`src/rtl/hash_cmp_pkg.sv`:
```
// Shared constants and helpers for the multi-lane hash/target comparator.
package hash_cmp_pkg;

    localparam logic MODE_LT = 1'b0;
    localparam logic MODE_LZ = 1'b1;

    // Width of an index into n items, never narrower than one bit.
    function automatic int unsigned clog2_min1(input int unsigned n);
        return (n <= 2) ? 1 : $clog2(n);
    endfunction

endpackage

```
`src/rtl/lead_zero_count.sv`:
```
// Combinational leading-zero count; an all-zero input yields W.
module lead_zero_count #(
    parameter int unsigned W = 24
) (
    input  logic [W-1:0]           hash,
    output logic [$clog2(W+1)-1:0] count
);
    localparam int unsigned CW = $clog2(W + 1);

    // The last assignment wins, so the most significant set bit decides.
    always_comb begin
        count = CW'(W);
        for (int unsigned i = 0; i < W; i++) begin
            if (hash[i]) count = CW'(W - 1 - i);
        end
    end

endmodule

```
`src/rtl/hash_target_cmp.sv`:
```
// Multi-lane hash/target comparator: 2-stage pipeline, sticky first-winner capture, hash counter.
module hash_target_cmp
    import hash_cmp_pkg::*;
#(
    parameter int unsigned HASH_W  = 24,
    parameter int unsigned NONCE_W = 32,
    parameter int unsigned LANES   = 4,
    parameter int unsigned CNT_W   = 32
) (
    input  logic                          clk,
    input  logic                          reset_L,
    input  logic                          enable,
    input  logic                          clear,
    input  logic                          mode,
    input  logic [HASH_W-1:0]             target,
    input  logic                          in_valid,
    output logic                          in_ready,
    input  logic [LANES*HASH_W-1:0]       in_hash,
    input  logic [NONCE_W-1:0]            in_nonce,
    output logic                          valid,
    output logic [HASH_W-1:0]             bounty,
    output logic [NONCE_W-1:0]            found_nonce,
    output logic [clog2_min1(LANES)-1:0]  found_lane,
    output logic [CNT_W-1:0]              hash_count
);
    localparam int unsigned LZ_W   = $clog2(HASH_W + 1);
    localparam int unsigned LANE_W = clog2_min1(LANES);

    logic                      accept;
    logic [LANES-1:0]          hit;
    logic [LZ_W-1:0]           lzc [LANES];

    logic                      s1_valid;
    logic [LANES-1:0]          s1_hit;
    logic [LANES*HASH_W-1:0]   s1_hash;
    logic [NONCE_W-1:0]        s1_nonce;

    logic [LANE_W-1:0]         sel_lane;
    logic [HASH_W-1:0]         sel_hash;
    logic [CNT_W:0]            cnt_sum;
    logic [CNT_W-1:0]          cnt_next;

    assign in_ready = !valid;
    assign accept   = in_valid && in_ready && enable && !clear;

    // Mode and target only matter at accept time; the hit vector carries their effect.
    for (genvar i = 0; i < LANES; i++) begin : g_lane
        lead_zero_count #(
            .W (HASH_W)
        ) u_lzc (
            .hash  (in_hash[i*HASH_W +: HASH_W]),
            .count (lzc[i])
        );
        assign hit[i] = (mode == MODE_LZ) ? (lzc[i] >= target[LZ_W-1:0])
                                          : (in_hash[i*HASH_W +: HASH_W] < target);
    end

    // Lowest set lane wins.
    always_comb begin
        sel_lane = '0;
        sel_hash = s1_hash[HASH_W-1:0];
        for (int i = LANES - 1; i >= 0; i--) begin
            if (s1_hit[i]) begin
                sel_lane = LANE_W'(i);
                sel_hash = s1_hash[i*HASH_W +: HASH_W];
            end
        end
    end

    assign cnt_sum  = {1'b0, hash_count} + (CNT_W + 1)'(LANES);
    assign cnt_next = cnt_sum[CNT_W] ? {CNT_W{1'b1}} : cnt_sum[CNT_W-1:0];

    always_ff @(posedge clk or negedge reset_L) begin
        if (!reset_L) begin
            s1_valid <= 1'b0;
            s1_hit   <= '0;
            s1_hash  <= '0;
            s1_nonce <= '0;
        end else begin
            s1_valid <= accept;
            if (accept) begin
                s1_hit   <= hit;
                s1_hash  <= in_hash;
                s1_nonce <= in_nonce;
            end
        end
    end

    always_ff @(posedge clk or negedge reset_L) begin
        if (!reset_L) begin
            valid       <= 1'b0;
            bounty      <= '0;
            found_nonce <= '0;
            found_lane  <= '0;
        end else if (clear) begin
            valid       <= 1'b0;
            bounty      <= '0;
            found_nonce <= '0;
            found_lane  <= '0;
        end else if (s1_valid && |s1_hit && !valid) begin
            valid       <= 1'b1;
            bounty      <= sel_hash;
            found_nonce <= s1_nonce + NONCE_W'(sel_lane);
            found_lane  <= sel_lane;
        end
    end

    // Only reset clears the counter.
    always_ff @(posedge clk or negedge reset_L) begin
        if (!reset_L) begin
            hash_count <= '0;
        end else if (accept) begin
            hash_count <= cnt_next;
        end
    end

endmodule

```
`config.mk`:
```
export PLATFORM = sky130hd
export DESIGN_NAME = hash_target_cmp
export DESIGN_NICKNAME = d
export VERILOG_FILES = /design/src/rtl/hash_cmp_pkg.sv /design/src/rtl/lead_zero_count.sv /design/src/rtl/hash_target_cmp.sv
export SDC_FILE = /design/constraint.sdc
export NUM_CORES = 1
export LEC_CHECK = 0
export BUFFER_PORTS_ARGS = -buffer_cell sky130_fd_sc_hd__buf_2
export CORE_MARGIN = 5
export CORE_UTILIZATION = 58
export CTS_BUF_LIST = sky130_fd_sc_hd__clkbuf_8
export CTS_CLUSTER_DIAMETER = 50
export DETAILED_ROUTE_END_ITERATION = 12
export GPL_TIMING_DRIVEN = 0
export PLACE_DENSITY = 0.83
export REMOVE_ABC_BUFFERS = 1
export SLEW_MARGIN = 20
export SYNTH_ARGS = -nofsm -noshare
export SYNTH_HDL_FRONTEND = slang
export SYNTH_SLANG_ARGS = --single-unit
```
`constraint.sdc`:
```
create_clock -name clk -period 3.7 [get_ports clk]
set_clock_uncertainty 0.2 [all_clocks]
set_input_delay 0.555 -clock clk [delete_from_list [all_inputs] [get_ports clk]]
set_output_delay 0.555 -clock clk [all_outputs]
set_load 0.03 [all_outputs]
```
==> impl_metrics.tcl, run 1 <==
set metrics [dict create \
    final_max_slew_viol_count 0 \
    final_nets 2118 \
    worst_setup_path_end_kind "flip-flop" \
    die_y_um 162 \
    ys_types 59 \
    track_usage_pct 31.0 \
    antenna_left 0 \
    ir_worst_vdd_mv 0.227 \
    dr_total_vias 12930 \
    grt_antenna_before_repair 11 \
    max_slew_margin_pct 35.9 \
    power_density_mw_per_mm2 445 \
    synth.most_common_cell "sky130_fd_sc_hd__nand2_1" \
    worstMarginPinSlew_ps 958 \
    synth.top_cells.by_area "sky130_fd_sc_hd__dfrtp_1, sky130_fd_sc_hd__nand2_1, sky130_fd_sc_hd__ha_1, sky130_fd_sc_hd__o21ai_0, sky130_fd_sc_hd__nor2_1" \
    synth_edf_count 0 \
    clock_tree.root_cell "sky130_fd_sc_hd__clkbuf_8" \
    period_share_pct 95.6 \
    layout-drive-gt1-share_pct 18.3 \
    cts_max_level 2 \
    setup.worst_path.class "reg -> reg" \
    initial_core_util_pct 59.1 \
    drt-wirelength-per-cell_um 19.1 \
    globalplace.congestion 0.924 \
    tritoncts "built" \
    synth_top_cell_by_area "sky130_fd_sc_hd__dfrtp_1" \
    post_synthesis_sequential_area_ratio_pct 41.6 \
    clkPwrFrac_pct 33.0 \
    io-pin-count 250 \
    tritoncts.num_buffers 40 \
    grt_first_pass_wirelength_mm 65.7 \
    setup_viol_count_final 0 \
    leakage_nw 7.98 \
    synth_top_cells_by_count "sky130_fd_sc_hd__nand2_1, sky130_fd_sc_hd__dfrtp_1, sky130_fd_sc_hd__nor2_1" \
    clk_path_buf_depth 3 \
    floorplan.rows 55 \
    clock_latency_late_sink_ps 550 \
    post_synth_instance_area_sq_mm 0.0134 \
    firstDrtPassIters 6 \
    via_per_inst 5.98 \
    design.core.area_sq_mm 0.0227 \
    total_switching_power_mw 2.42 \
    cts_sinks 223 \
    timing_hold_violations_final 0 \
    io_buffer_count 249 \
    postCtsSetupBuffers 0 \
    die_x_um 162 \
    synth.avg_cell_area_sq_um 8.39 \
    path_max_fanout 15 \
    critical_path_arrival_ps 3790 \
    postSynthRegisterBits 223 \
    grt_pass1_vias 12663 \
    growth_of_design_area_from_synthesis_to_finish_pct 19.2 \
    p_int_mw 4.69 \
    period_minus_slack_ps 3540 \
    async_flop_share_pct 100 \
    finalWirelength_mm 41.3 \
    initialDrtViolationCount 1118 \
    cts.reportedPaths.clkPinSlew_ps 60 \
    drv_cap 0 \
    grt_max_degree 99 \
    worst_r2r_path_depth 9 \
    postLayoutCoreUtil_pct 70.5 \
    crit_path_start_kind "flip-flop" \
    detailed_route_drc_error_count 0 \
    synth.yosys.warnings 0 \
    grt_setup_unrepaired "false" \
    share_seq_of_total_power_pct 43.7 \
    whs_path_depth 3 \
    holdCritPathClass "in -> reg" \
    outcome "finished, final reports clean" \
    grt_overflow_total 0 \
    fp.dieArea_sq_mm 0.0263 \
    fin_tns_setup_ps 0 \
    fmaxAchievable_mhz 283 \
    sw_frac_of_total_pct 34.1 \
    power.total_mw 7.11 \
    worst-endpoint-required_ps 3950 \
    synth_flop_cell "sky130_fd_sc_hd__dfrtp_1" \
    combinationalPowerShare_pct 23.2 \
    post-synth-top-area-fraction_pct 41.6 \
    place_hpwl_mm 30.3 \
    syn_inst 1600 \
]
cells by family after synthesis:
| kind of cell | synth area share, % |
|---|---|
| and+or+nand+nor | 23.9 |
| AOI/OAI and AO/OA | 16.3 |
| DFF | 41.6 |
| buffers and inverters | 3.94 |
| adders and majority gates | 10.9 |
| xor gates and xnor gates | 2.74 |
| muxes | 0.643 |
registers in the layout, summed over array words and instances, names as in the netlist:
signal       flops
s1_valid         1
found_nonce     32
found_lane       2
bounty          24
s1_hash         96
hash_count      31
valid            1
s1_hit           4
s1_nonce        32
timing repair:
action / CTS / global route
endpoints found under the hold margin: 55 / 0
hold buffers: 16 / 0
resized for setup: 6 / 3
setup endpoints to repair: 21 / 9
final timing paths:
check / startpoint / slack (ps) / endpoint
worst min-delay path: in_nonce[29] / 20 / s1_nonce[29]$_DFFE_PN0P_
worst max register to register: s1_hit[2]$_DFFE_PN0P_ / 160 / found_nonce[20]$_DFFE_PN0P_
max in group asynchronous: reset_L / 1770 / s1_hash[64]$_DFFE_PN0P_
worst max-delay path: s1_hit[2]$_DFFE_PN0P_ / 160 / found_nonce[20]$_DFFE_PN0P_
worst min register to register: s1_hash[31]$_DFFE_PN0P_ / 270 / s1_hash[31]$_DFFE_PN0P_
min in group asynchronous: reset_L / 260 / hash_count[21]$_DFFE_PN0P_
layer usage:
layer	track usage (%)	share of wire, %
met1	41.4	41
met2	50.9	47
met4	10.0	2.8
met3	6.39	8.9
met5	0	0.25
placed cells by master (no fill, tap or decap), drive strengths merged, types with 20 or more instances in the layout:
master  synthesis  layout
a211oi         41      41
a21oi          85      85
buf            19     257
clkbuf         52      51
dfrtp         223     223
ha            115     115
inv            64      76
nand2         439     439
nand3          32      32
nand4          20      20
nor2          117     117
nor3           30      30
nor4           35      35
o21ai          91      91
o22ai          21      21
xnor2          28      28
power by group through the flow:
stage	combinational, mW	sequential (mW)	clock (mW)
after global placement	1.56	3.11	0
final	1.65	3.11	2.35
after global routing	1.84	3.15	2.51
after floorplan	0.871	3.18	0
after detailed placement	1.61	3.13	0
after CTS	1.64	3.10	2.38
final cells by class:
| type | instances | area, sq um |
|---|---|---|
| diodes | 4 | 10.0 |
| clock buffers | 51 | 702 |
| clock inverters | 19 | 120 |
| fillers | 1851 | 6710 |
| inverters | 65 | 253 |
| multi-input cells | 1241 | 7360 |
| flip-flops and latches | 223 | 5590 |
| well taps | 285 | 357 |
| repair buffers | 273 | 1610 |
stage by stage:
stage	instances	area, sq um	hold WS [ps]	setup slack [ps]
CTS	2157	16000	1.97	3.73
global route	2160	16000	9.72	1.95
detailed placement	2071	15000	251	-494
global placement	2063	14700	254	-8040
floorplan	1529	13100	59.4	-3670
finish	2161	16000	22.2	164
critical path: stages, from the launching register on:
cell                       delay [ps]
sky130_fd_sc_hd__dfrtp_2          560
sky130_fd_sc_hd__nand2b_4         320
sky130_fd_sc_hd__a21oi_2          290
sky130_fd_sc_hd__ha_1             210
sky130_fd_sc_hd__inv_1             60
sky130_fd_sc_hd__fa_1             410
sky130_fd_sc_hd__and4b_1          360
sky130_fd_sc_hd__nand3_1          330
sky130_fd_sc_hd__or3_1            410
sky130_fd_sc_hd__a311oi_1         290
Power figures use the tool's default switching activity.
==> run 2: changes to the inputs <==
==> constraint.sdc (replaced) <==
create_clock -name clk -period 3.55 [get_ports clk]
set_clock_uncertainty 0.2 [all_clocks]
set_input_delay 0.5325 -clock clk [delete_from_list [all_inputs] [get_ports clk]]
set_output_delay 0.5325 -clock clk [all_outputs]
set_load 0.03 [all_outputs]
==> impl_metrics.tcl, run 2 (synthesis gave the netlist of run 1 again) <==
set metrics [dict create \
    postLayoutCoreUtil_pct 71.3 \
    regArea_sq_mm 0.00559 \
    clk_path_buf_depth 3 \
    worst-endpoint-required_ps 3800 \
    detailed_route_drc_error_count 0 \
    crit_path_start_kind "flip-flop" \
    setup.worst_path.class "reg -> reg" \
    io_buffer_count 249 \
    floorplan.rows 55 \
    grt_pass1_vias 12834 \
    worst_setup_path_end_kind "flip-flop" \
    holdCritPathClass "in -> reg" \
    growth_of_design_area_from_synthesis_to_finish_pct 20.5 \
    tritoncts "built" \
    top_register "s1_hash" \
    io-pin-count 250 \
    number_of_flip_flops_under_the_largest_register_name 96 \
    ir_worst_vdd_mv 0.234 \
    min-delay-start "in_nonce[20]" \
    fp.dieArea_sq_mm 0.0263 \
    worst_r2r_path_depth 8 \
    multi_input_comb_area_sq_mm 0.00737 \
    clock_latency_late_sink_ps 550 \
    drv_cap 0 \
    finalWirelength_mm 42.3 \
    slack_of_the_worst_reg_to_reg_path_ps 190 \
    fin_area_sq_mm 0.0162 \
    design.core.area_sq_mm 0.0227 \
    cts_sinks 223 \
    layout.cells.most_common "sky130_fd_sc_hd__nand2_1" \
    critical_path_arrival_ps 3600 \
    fmaxAchievable_mhz 298 \
    tritoncts.num_buffers 40 \
    cp-startpoint "s1_hit[2]$_DFFE_PN0P_" \
    detailed_place.area_sq_mm 0.0150 \
    max_slew_margin_pct 36.5 \
    layout_filler_cell_count 1796 \
    initial_core_util_pct 59.1 \
    highest_count_cells_in_the_layout_ignoring_fill_and_taps "sky130_fd_sc_hd__nand2_1, sky130_fd_sc_hd__buf_2, sky130_fd_sc_hd__dfrtp_1, sky130_fd_sc_hd__ha_1, sky130_fd_sc_hd__nor2_1" \
    leakage_nw 8.06 \
    dr_total_vias 13063 \
    timing_hold_violations_final 0 \
    top_flop_regs "s1_hash: 96 flops, found_nonce: 32 flops, s1_nonce: 32 flops" \
    layout-drive-gt1-share_pct 18.6 \
    die_x_um 162 \
    power_density_mw_per_mm2 461 \
    firstDrtPassIters 5 \
    final_nets 2136 \
    period_share_pct 94.6 \
    globalplace.congestion 0.924 \
    period_minus_slack_ps 3360 \
    setup_viol_count_final 0 \
    grt_antenna_before_repair 12 \
    worstMarginPinSlew_ps 949 \
    cts_max_level 2 \
    cts.reportedPaths.clkPinSlew_ps 60 \
    drt-wirelength-per-cell_um 19.4 \
    place_hpwl_mm 30.3 \
    grt_first_pass_wirelength_mm 66.7 \
    hold-worst-slack_ps 30.1 \
    via_per_inst 6.00 \
    final_max_slew_viol_count 0 \
    crit_end "found_nonce[14]$_DFFE_PN0P_" \
    die_y_um 162 \
    outcome "finished, final reports clean" \
    initialDrtViolationCount 1116 \
    path_max_fanout 26 \
    critical_path.reg2reg.startpoint "s1_hit[2]$_DFFE_PN0P_" \
    track_usage_pct 31.5 \
    clock_tree.root_cell "sky130_fd_sc_hd__clkbuf_8" \
    reg2reg_to "found_nonce[14]$_DFFE_PN0P_" \
    grt_max_degree 99 \
    grt_setup_unrepaired "false" \
    grt_overflow_total 0 \
    antenna_left 0 \
]
==> run 2: stage by stage <==
stage / instances / worst slack, ps / setup TNS, ps / power, mW
final: 2178 / 191 / 0 / 7.47
after global routing: 2178 / 8.91 / 0 / 7.86
after CTS: 2170 / 5.34 / 0 / 7.43
after detailed placement: 2071 / -644 / -11550 / 4.95
after global placement: 2063 / -8170 / -1697840 / 4.87
after floorplan: 1529 / -3820 / -506060 / 4.23
==> run 2: worst min-delay path by stage <==
stage | slack, ps | depth (start not counted) | to
floorplan | 40 | 0 | bounty[0]$_DFFE_PN0P_
global placement | 250 | 2 | s1_hash[19]$_DFFE_PN0P_
detailed placement | 230 | 1 | hash_count[21]$_DFFE_PN0P_
CTS | 2 | 3 | s1_nonce[20]$_DFFE_PN0P_
global route | 30 | 3 | s1_hash[2]$_DFFE_PN0P_
finish | 30 | 3 | s1_nonce[20]$_DFFE_PN0P_
==> run 2: what timing repair did <==
| item | 4_1_cts | 5_1_grt |
|---|---|---|
| pin swaps | 0 | 1 |
| resized for setup | 9 | 4 |
| hold buffers | 29 | 0 |
| setup buffers | 0 | 5 |
| endpoints found under the setup margin | 24 | 9 |
| endpoints found under the hold margin | 68 | 0 |
==> run 2: final cells by class <==
class                      count  area share [%]
multi-input combinational   1241            45.6
timing repair buffer         291            11.0
inverter                      65            1.56
antenna                        3          0.0464
clock inverter                19           0.742
clock buffer                  51            4.34
sequential                   223            34.5
tap                          285            2.20
==> run 2: routing by layer <==
metal / wire, um / track usage (%)
met3: 3630 / 6.62
met5: 116 / 0
met4: 1200 / 10.3
met2: 19800 / 52.1
met1: 17500 / 41.6
==> run 2: critical path, stage by stage, from the launching register on <==
cell                       delay, ps
sky130_fd_sc_hd__dfrtp_4         570
sky130_fd_sc_hd__inv_4           200
sky130_fd_sc_hd__a211oi_2        380
sky130_fd_sc_hd__inv_1           110
sky130_fd_sc_hd__fa_1            460
sky130_fd_sc_hd__and4b_1         380
sky130_fd_sc_hd__nand4_1         260
sky130_fd_sc_hd__or3_1           390
sky130_fd_sc_hd__a311oi_1        300
==> run 2: power breakdown <==
group,leakage (nW),internal [mW],switching [mW]
Combinational,4.71,0.646,1.13
Sequential,2.88,2.90,0.336
Clock,0.464,1.37,1.09
